==> config.mk <==
export PLATFORM = sky130hd
export DESIGN_NAME = popcount_accum_flat
export DESIGN_NICKNAME = d
export VERILOG_FILES = /design/src/rtl/popcount_accum_if.sv /design/src/rtl/popcount_accum.sv /design/src/flat_wrapper.sv
export SDC_FILE = /design/constraint.sdc
export NUM_CORES = 2
export LEC_CHECK = 0
export ABC_AREA = 1
export BUFFER_PORTS_ARGS = -buffer_cell sky130_fd_sc_hd__buf_2
export CAP_MARGIN = 20
export CELL_PAD_IN_SITES_DETAIL_PLACEMENT = 0
export CELL_PAD_IN_SITES_GLOBAL_PLACEMENT = 1
export CORE_AREA = 4 4 412 414
export DETAILED_ROUTE_END_ITERATION = 8
export DIE_AREA = 0 0 416 418
export GPL_ROUTABILITY_DRIVEN = 0
export PLACE_DENSITY = 0.47
export SLEW_MARGIN = 5
export SYNTH_ARGS = -nofsm -noshare
export SYNTH_HDL_FRONTEND = slang
export SYNTH_SLANG_ARGS = --single-unit
export TNS_END_PERCENT = 1
==> constraint.sdc <==
create_clock -name clk -period 8.8 [get_ports clk]
set_input_delay 1.76 -clock clk [delete_from_list [all_inputs] [get_ports clk]]
set_output_delay 1.76 -clock clk [all_outputs]
set_load 0.05 [all_outputs]
==> src/rtl/popcount_accum_if.sv <==
// -----------------------------------------------------------------------------
// popcount_accum_if
//   Beat/result bundle for popcount_accum. The producer of correlation beats
//   (master) drives the beat fields and clear; the accumulator (slave) drives
//   the per-frame result fields.
//
//   clear        synchronous flush of pipeline valids, accumulator and overflow
//   in_valid     beat qualifier
//   in_data      IN_WIDTH 1-bit correlation inputs
//   in_first     beat starts a new frame
//   in_last      beat ends the frame
//   signed_mode  0: value = count, 1: value = 2*count - IN_WIDTH
//   out_valid    one-cycle result strobe
//   out_sum      signed frame sum (ACC_WIDTH bits)
//   out_overflow frame saturated at least once
// -----------------------------------------------------------------------------
interface popcount_accum_if #(
    parameter int IN_WIDTH  = 1023,
    parameter int ACC_WIDTH = 16
);
    logic                        clear;
    logic                        in_valid;
    logic [IN_WIDTH-1:0]         in_data;
    logic                        in_first;
    logic                        in_last;
    logic                        signed_mode;
    logic                        out_valid;
    logic signed [ACC_WIDTH-1:0] out_sum;
    logic                        out_overflow;

    modport master (
        output clear, in_valid, in_data, in_first, in_last, signed_mode,
        input  out_valid, out_sum, out_overflow
    );

    modport slave (
        input  clear, in_valid, in_data, in_first, in_last, signed_mode,
        output out_valid, out_sum, out_overflow
    );
endinterface

==> src/rtl/popcount_accum.sv <==
// -----------------------------------------------------------------------------
// popcount_accum
//   Three-stage population count with per-frame accumulation.
//     S1: popcount of each GROUP-bit slice of in_data (last slice zero-padded)
//     S2: sum of the group counts into a CNT_W-bit count
//     S3: count (or 2*count - IN_WIDTH) added into a saturating accumulator;
//         a last beat publishes the frame sum and overflow flag.
//   Latency from an accepted last beat to out_valid is three cycles.
//
//   clk  system clock
//   rst  asynchronous active-high reset
//   bus  popcount_accum_if slave port (beat inputs, clear, frame result)
// -----------------------------------------------------------------------------
module popcount_accum #(
    parameter int IN_WIDTH  = 1023,
    parameter int GROUP     = 31,
    parameter int ACC_WIDTH = 16
) (
    input  logic             clk,
    input  logic             rst,
    popcount_accum_if.slave  bus
);
    localparam int CNT_W = $clog2(IN_WIDTH + 1);
    localparam int NG    = (IN_WIDTH + GROUP - 1) / GROUP;
    localparam int GW    = $clog2(GROUP + 1);
    localparam int PAD_W = NG * GROUP;

    localparam logic [ACC_WIDTH-1:0] ACC_MAX = {1'b0, {(ACC_WIDTH-1){1'b1}}};
    localparam logic [ACC_WIDTH-1:0] ACC_MIN = {1'b1, {(ACC_WIDTH-1){1'b0}}};

    // Control flops (reset)
    logic                 s1_valid_q, s1_valid_d;
    logic                 s2_valid_q, s2_valid_d;
    logic [ACC_WIDTH-1:0] acc_q, acc_d;
    logic                 ovf_q, ovf_d;
    logic                 out_valid_q, out_valid_d;
    logic [ACC_WIDTH-1:0] out_sum_q, out_sum_d;
    logic                 out_ovf_q, out_ovf_d;

    // Data-path flops (qualified by the valid bits above)
    logic [GW-1:0]        grp_q [NG];
    logic [GW-1:0]        grp_d [NG];
    logic                 s1_first_q, s1_first_d;
    logic                 s1_last_q, s1_last_d;
    logic                 s1_signed_q, s1_signed_d;
    logic [CNT_W-1:0]     s2_cnt_q, s2_cnt_d;
    logic                 s2_first_q, s2_first_d;
    logic                 s2_last_q, s2_last_d;
    logic                 s2_signed_q, s2_signed_d;

    // S3 intermediates
    logic [PAD_W-1:0]     padded;
    logic [ACC_WIDTH-1:0] value;
    logic [ACC_WIDTH-1:0] base;
    logic                 ovf_base;
    logic [ACC_WIDTH:0]   sum_wide;
    logic                 sat;
    logic [ACC_WIDTH-1:0] sum_sat;

    // S1: group popcounts
    always_comb begin
        // NOTE: every variable gets a default before any conditional or loop
        // update, so no path leaves it unassigned and no latch is inferred.
        padded = '0;
        padded[IN_WIDTH-1:0] = bus.in_data;
        for (int g = 0; g < NG; g++) begin
            grp_d[g] = '0;
            for (int b = 0; b < GROUP; b++) begin
                grp_d[g] = grp_d[g] + GW'(padded[g*GROUP + b]);
            end
        end
        // A beat presented together with clear is dropped.
        s1_valid_d  = bus.in_valid & ~bus.clear;
        s1_first_d  = bus.in_first;
        s1_last_d   = bus.in_last;
        s1_signed_d = bus.signed_mode;
    end

    // S2: total count, S3: accumulate and emit
    always_comb begin
        s2_cnt_d = '0;
        for (int g = 0; g < NG; g++) begin
            s2_cnt_d = s2_cnt_d + CNT_W'(grp_q[g]);
        end
        s2_valid_d  = s1_valid_q & ~bus.clear;
        s2_first_d  = s1_first_q;
        s2_last_d   = s1_last_q;
        s2_signed_d = s1_signed_q;

        // ACC_WIDTH >= CNT_W+1 keeps 2*count in range before subtracting.
        if (s2_signed_q) begin
            value = ACC_WIDTH'({s2_cnt_q, 1'b0}) - ACC_WIDTH'(IN_WIDTH);
        end else begin
            value = ACC_WIDTH'(s2_cnt_q);
        end

        base     = s2_first_q ? '0   : acc_q;
        ovf_base = s2_first_q ? 1'b0 : ovf_q;

        // One guard bit: a sign mismatch between the top two bits is overflow,
        // and the guard bit tells which rail to clamp to.
        sum_wide = {base[ACC_WIDTH-1], base} + {value[ACC_WIDTH-1], value};
        sat      = sum_wide[ACC_WIDTH] != sum_wide[ACC_WIDTH-1];
        if (!sat) begin
            sum_sat = sum_wide[ACC_WIDTH-1:0];
        end else if (sum_wide[ACC_WIDTH]) begin
            sum_sat = ACC_MIN;
        end else begin
            sum_sat = ACC_MAX;
        end

        acc_d       = acc_q;
        ovf_d       = ovf_q;
        out_valid_d = 1'b0;
        out_sum_d   = out_sum_q;
        out_ovf_d   = out_ovf_q;

        if (bus.clear) begin
            acc_d = '0;
            ovf_d = 1'b0;
        end else if (s2_valid_q) begin
            if (s2_last_q) begin
                out_valid_d = 1'b1;
                out_sum_d   = sum_sat;
                out_ovf_d   = ovf_base | sat;
                acc_d       = '0;
                ovf_d       = 1'b0;
            end else begin
                acc_d = sum_sat;
                ovf_d = ovf_base | sat;
            end
        end
    end

    always_ff @(posedge clk or posedge rst) begin
        // NOTE: non-blocking assignments make every flop sample the values
        // from before the edge, independent of statement order.
        if (rst) begin
            s1_valid_q  <= 1'b0;
            s2_valid_q  <= 1'b0;
            acc_q       <= '0;
            ovf_q       <= 1'b0;
            out_valid_q <= 1'b0;
            out_sum_q   <= '0;
            out_ovf_q   <= 1'b0;
        end else begin
            s1_valid_q  <= s1_valid_d;
            s2_valid_q  <= s2_valid_d;
            acc_q       <= acc_d;
            ovf_q       <= ovf_d;
            out_valid_q <= out_valid_d;
            out_sum_q   <= out_sum_d;
            out_ovf_q   <= out_ovf_d;
        end
    end

    // NOTE: the wide data-path registers are not reset; their contents are
    // never used unless the matching valid bit (which is reset) is set.
    always_ff @(posedge clk) begin
        grp_q       <= grp_d;
        s1_first_q  <= s1_first_d;
        s1_last_q   <= s1_last_d;
        s1_signed_q <= s1_signed_d;
        s2_cnt_q    <= s2_cnt_d;
        s2_first_q  <= s2_first_d;
        s2_last_q   <= s2_last_d;
        s2_signed_q <= s2_signed_d;
    end

    assign bus.out_valid    = out_valid_q;
    assign bus.out_sum      = out_sum_q;
    assign bus.out_overflow = out_ovf_q;
endmodule

==> src/flat_wrapper.sv <==
// flat-port wrapper written by rule: the top's interface ports become plain ports
module popcount_accum_flat 
#(
    parameter int IN_WIDTH  = 1023,
    parameter int GROUP     = 31,
    parameter int ACC_WIDTH = 16
)
  (clk, rst, bus_clear, bus_in_valid, bus_in_data, bus_in_first, bus_in_last, bus_signed_mode, bus_out_valid, bus_out_sum, bus_out_overflow);
  popcount_accum_if #(.IN_WIDTH(IN_WIDTH), .ACC_WIDTH(ACC_WIDTH)) bus_i ();
  input  logic clk;
  input  logic rst;
  input wire logic [$bits(bus_i.clear)-1:0] bus_clear;
  input wire logic [$bits(bus_i.in_valid)-1:0] bus_in_valid;
  input wire logic [$bits(bus_i.in_data)-1:0] bus_in_data;
  input wire logic [$bits(bus_i.in_first)-1:0] bus_in_first;
  input wire logic [$bits(bus_i.in_last)-1:0] bus_in_last;
  input wire logic [$bits(bus_i.signed_mode)-1:0] bus_signed_mode;
  output wire logic [$bits(bus_i.out_valid)-1:0] bus_out_valid;
  output wire logic [$bits(bus_i.out_sum)-1:0] bus_out_sum;
  output wire logic [$bits(bus_i.out_overflow)-1:0] bus_out_overflow;
  assign bus_i.clear = bus_clear;
  assign bus_i.in_valid = bus_in_valid;
  assign bus_i.in_data = bus_in_data;
  assign bus_i.in_first = bus_in_first;
  assign bus_i.in_last = bus_in_last;
  assign bus_i.signed_mode = bus_signed_mode;
  assign bus_out_valid = bus_i.out_valid;
  assign bus_out_sum = bus_i.out_sum;
  assign bus_out_overflow = bus_i.out_overflow;
  popcount_accum #(.IN_WIDTH(IN_WIDTH), .GROUP(GROUP), .ACC_WIDTH(ACC_WIDTH)) u_core (.clk(clk), .rst(rst), .bus(bus_i));
endmodule
== Word-level counts from Yosys, hierarchy flattened ==
Index checks and enable logic that the tools add are counted.

* Bits in registers: 218
* Bits of input ports: 1030
* Output and inout port bits: 18
* Word-level logic and storage cells: 1092

* $add $sub $neg: 1024
* Eq/ne operators: 1
* Mux-type cells: 14
* Bitwise gates (word level): 4
* Reductions and logical operators: 2

{| class="wikitable"
|+ Operators with widths
! kind !! number
|-
| adder 5 x 1 -> 5 bit || 957
|-
| adder 10 x 5 -> 10 bit || 31
|-
| two-way mux 16 bit || 7
|-
| adder 1 x 1 -> 2 bit || 33
|-
| adder 16 x 16 -> 17 bit || 1
|-
| subtractor 11 x 10 -> 12 bit (second input constant) || 1
|-
| two-way mux 1 bit || 7
|-
| adder 5 x 5 -> 6 bit || 1
|-
| AND reduction 3 bit || 1
|-
| AND 1 bit || 2
|-
| nonzero test 2 bit || 1
|-
| != test 1 bit || 1
|-
| inverter 1 bit || 1
|-
| OR 1 bit || 1
|}

== Logic depth before layout (Yosys ltp) ==
* Depth in word-level cells: 32
* Mapped depth: 29
* Depth with buffers taken out: 29

== Worst setup path after synthesis ==
OpenSTA, ideal clock, no wires.

* Kind: register to register
* From: register u_core.grp_q[155] in the netlist's numbering
* To: register u_core.s2_cnt_q[9]
* Library setup time: 0.112 ns
* Arrival time: 6.706 ns
* Data required time: 8.688 ns
* Setup slack: 1.982 ns
* Stages on the path, launching flop included: 29
* Buffers on the path: 0
* Period minus slack after synthesis: 6.818 ns
* Path through: dfxtp_1 ha_1 fa_1 a21oi_1 o21ai_0 xor2_1 fa_1 inv_1 fa_1 fa_1 fa_1 inv_1 fa_1 fa_1 fa_1 inv_1 fa_1 inv_1 ha_1 a21oi_1 nand2_1 nand2_1 nand2_1 a21oi_1 o21ai_0 nand2_1 nand2_1 nand2_1 nand2_1

* Longest elaborated chain between the ends: 32

{| class="wikitable"
|+ Ends and longest elaborated chain
! element !! RTL line !! RTL
|-
| start, declared || popcount_accum.sv:41 || <nowiki>logic [GW-1:0] grp_q [NG];</nowiki>
|-
| start signal, assigned || popcount_accum.sv:160 || <nowiki>grp_q <= grp_d;</nowiki>
|-
| adder 5 x 5 -> 6 bit || popcount_accum.sv:83 || <nowiki>s2_cnt_d = s2_cnt_d + CNT_W'(grp_q[g]);</nowiki>
|-
| adder 10 x 5 -> 10 bit (31 in series) || popcount_accum.sv:83 ||
|-
| net u_core.s2_cnt_d[9] || popcount_accum.sv:46 || <nowiki>logic [CNT_W-1:0] s2_cnt_q, s2_cnt_d;</nowiki>
|-
| end signal, assigned || popcount_accum.sv:164 || <nowiki>s2_cnt_q <= s2_cnt_d;</nowiki>
|-
| end, declared || popcount_accum.sv:46 ||
|}

The timed path passes the listed nets, and every way through them passes these cells.
A chain may end at the register's enable or synchronous reset.

== Worst setup path after layout ==
Ends and elaborated chain as after synthesis.

==> results_dict.tcl <==
set metrics [dict create \
    ys_ff_latch 218 \
    postRouteAntennaNets 0 \
    cpMostUsedCell "fa_1" \
    core_area_mm2 0.166 \
    die_area_mm2 0.174 \
    final.setup_skew_ns 0.0119 \
    synthMuxAreaShare_pct 0 \
    place_area_mm2 0.0445 \
    drt-initial-drc-count 653 \
    min_period_over_period_pct 80.2 \
    pin_count 1048 \
    final_core_util_pct 27.3 \
    root_buffer "clkbuf_16" \
    yosysWarnings 0 \
    viasPerCell 3.65 \
    critPathCaptureType "flop" \
    cts.clk_slew.worst_paths_ns 0.06 \
    clk_latency_ns 0.59 \
    ctsResizeCount 0 \
    final_cell_mix "inv_1, buf_2, fa_1, ha_1, nand2_1" \
    seq_area_frac_synth_pct 12.5 \
    worstSetupPathType "flop to flop" \
    rsz0062_at_grt "no" \
    final_common_cell "inv_1" \
    drt_wl_total_um 126000 \
    setup_violations 0 \
    yosys.cell_types.count 32 \
    final_nets 7079 \
    grt_pass1_vias 30000 \
    synth_top_family_by_area "adder cells" \
    status "finished, final reports clean" \
    cp_max_fo 4 \
    slew_violations 0 \
    netlist_area_mm2 0.0365 \
    startpoint_type "flop" \
    rows 150 \
    netlist_instances 3722 \
    cts_setup_buffers 0 \
    cts_buffer_depth 3 \
    cts_buffers 28 \
    final_area_mm2 0.0454 \
    io_buffers 1047 \
    fin_tns_setup_ns 0 \
    fmax_mhz 142 \
    hold_violations 0 \
    die_h_um 418 \
    synthesis.nets 6010 \
    synthXorXnorAreaFrac_pct 2.81 \
    drt_first_pass_iters 4 \
    drc_errors 0 \
    place_inst 6965 \
    cts_hold_buffers 0 \
    required_ns 9.28 \
    avgSynthCellArea_um2 9.81 \
    num_vias 25600 \
    antenna_found_initial 37 \
    cp_data_arrival_time_ns 7.54 \
    cp_slowest_stage_delay_ns 0.54 \
    start_util_pct 22.0 \
    worstMarginPinSlew_ns 0.796 \
    cts_sinks 218 \
    synthAdderAreaFrac_pct 61.7 \
    maxCapViolCount 0 \
    cts_max_level 1 \
    dp_hpwl_um 122000 \
    drive_gt1_share_pct 23.3 \
    cts_tree "yes" \
    synth_simple_gate_area_share_pct 3.96 \
    wl_per_cell_um 17.9 \
    grt_max_degree 38 \
    grt_pass1_wl_um 187000 \
    fp.dieW_um 416 \
    fill_cells 18300 \
    overflow 0 \
    period_minus_slack_ns 7.05 \
    grt_util_all_layers_pct 14.6 \
    layout.cells.non_filler 7031 \
    relSlewSlack_pct 46.9 \
    hold_class "flop to flop" \
    crit_path_top_delay_cell "fa_1" \
    area_growth_pct 24.3 \
    synth_compound_area_share_pct 2.15 \
]
stage by stage:
| step | worst slack [ns] | hold slack, ns |
|---|---|---|
| final | 1.75 | 0.346 |
| after global routing | 1.25 | 0.355 |
| after CTS | 1.68 | 0.344 |
| after detailed placement | 1.70 | 0.316 |
| after global placement | 1.60 | 0.315 |
| after floorplan | 1.98 | 0.310 |
worst max-delay path, delay by kind of cell, from the launching register on:
family                     cells  cell delay, ns
adders and majority gates     11            5.13
AOI/OAI and AO/OA              5            0.72
and+or+nand+nor                7            0.42
DFF                            1            0.30
buffers and inverters          4            0.20
xor gates and xnor gates       1            0.16
flip-flops by register name, indices dropped and copies added, names as in the netlist:
register                 cells
u_core.s1_last_q             1
u_core.s1_signed_q           1
u_core.acc_q                16
u_core.ovf_q                 1
u_core.s2_cnt_q             10
u_core.s2_last_q             1
u_core.grp_q               165
u_core.s2_first_q            1
u_core.s2_signed_q           1
u_core.bus.out_sum          16
u_core.s2_valid_q            1
u_core.bus.out_valid         1
u_core.bus.out_overflow      1
u_core.s1_first_q            1
u_core.s1_valid_q            1
kinds of logic after synthesis:
kind of cell,after synthesis
buffers and inverters,1637
DFF,218
AOI/OAI and AO/OA,152
adders and majority gates,1258
and+or+nand+nor,340
xor gates and xnor gates,117
path summary, 6_finish.rpt:
path                                      startpoint                            endpoint  slack (ns)  depth (start not counted)
max in group asynchronous                        rst  u_core.bus.out_sum[15]$_DFFE_PP0P_        6.96                          2
min in group asynchronous                        rst  u_core.bus.out_sum[11]$_DFFE_PP0P_        1.32                          2
min                         u_core.s1_last_q$_DFF_P_            u_core.s2_last_q$_DFF_P_        0.35                          0
min reg2reg                 u_core.s1_last_q$_DFF_P_            u_core.s2_last_q$_DFF_P_        0.35                          0
max reg2reg                u_core.grp_q[155]$_DFF_P_          u_core.s2_cnt_q[9]$_DFF_P_        1.75                         28
max                        u_core.grp_q[155]$_DFF_P_          u_core.s2_cnt_q[9]$_DFF_P_        1.75                         28
per-layer routing:
metal	track usage, %	part of all wire (%)	vias to the layer above
met5	0	0.048	-
met4	2.05	1.5	8
met3	1.98	3.5	82
met2	26.7	52	471
met1	18.7	43	12800
li1	-	-	12300
final cells by class:
| type | count | area (um^2) | area share, % |
|---|---|---|---|
| clock inverters | 9 | 71.3 | 0.157 |
| inverters | 1627 | 6110 | 13.5 |
| flip-flops and latches | 218 | 4550 | 10.0 |
| repair buffers | 1049 | 5260 | 11.6 |
| well taps | 2204 | 2760 | 6.07 |
| clock buffers | 40 | 816 | 1.80 |
| diodes | 17 | 42.5 | 0.0937 |
| multi-input cells | 1867 | 25800 | 56.8 |
synth_stat cells:
library cell  instances  area [um^2]
nand2_2              13         81.3
o21ai_1               4         20.0
a21o_1                1         7.51
a31oi_1               2         12.5
nor3b_2               1         12.5
buf_4                 2         15.0
a21oi_2               3         26.3
fa_1                906        18100
dfrtp_1              37          926
nor3_2                2         20.0
nor3_1                1         5.00
clkbuf_1              6         22.5
nand3b_1              3         22.5
ha_1                352         4400
nand4_4               1         21.3
o21bai_1              3         22.5
nand2_1             240          901
a21oi_1              84          420
nand3_2               3         30.0
nor2_1               34          128
buf_8                 1         15.0
clkinv_1              1         3.75
o21ai_0              55          275
inv_1              1624         6100
buf_6                 1         11.3
or2_1                 1         6.26
xor2_1               78          683
xnor2_1              39          342
nand2_4               2         22.5
nand3_1              39          195
dfxtp_1             181         3620
inv_2                 2         7.51
Power is not shown: default switching activity piles up to over one toggle a cycle in this logic, so the estimate is an artifact.
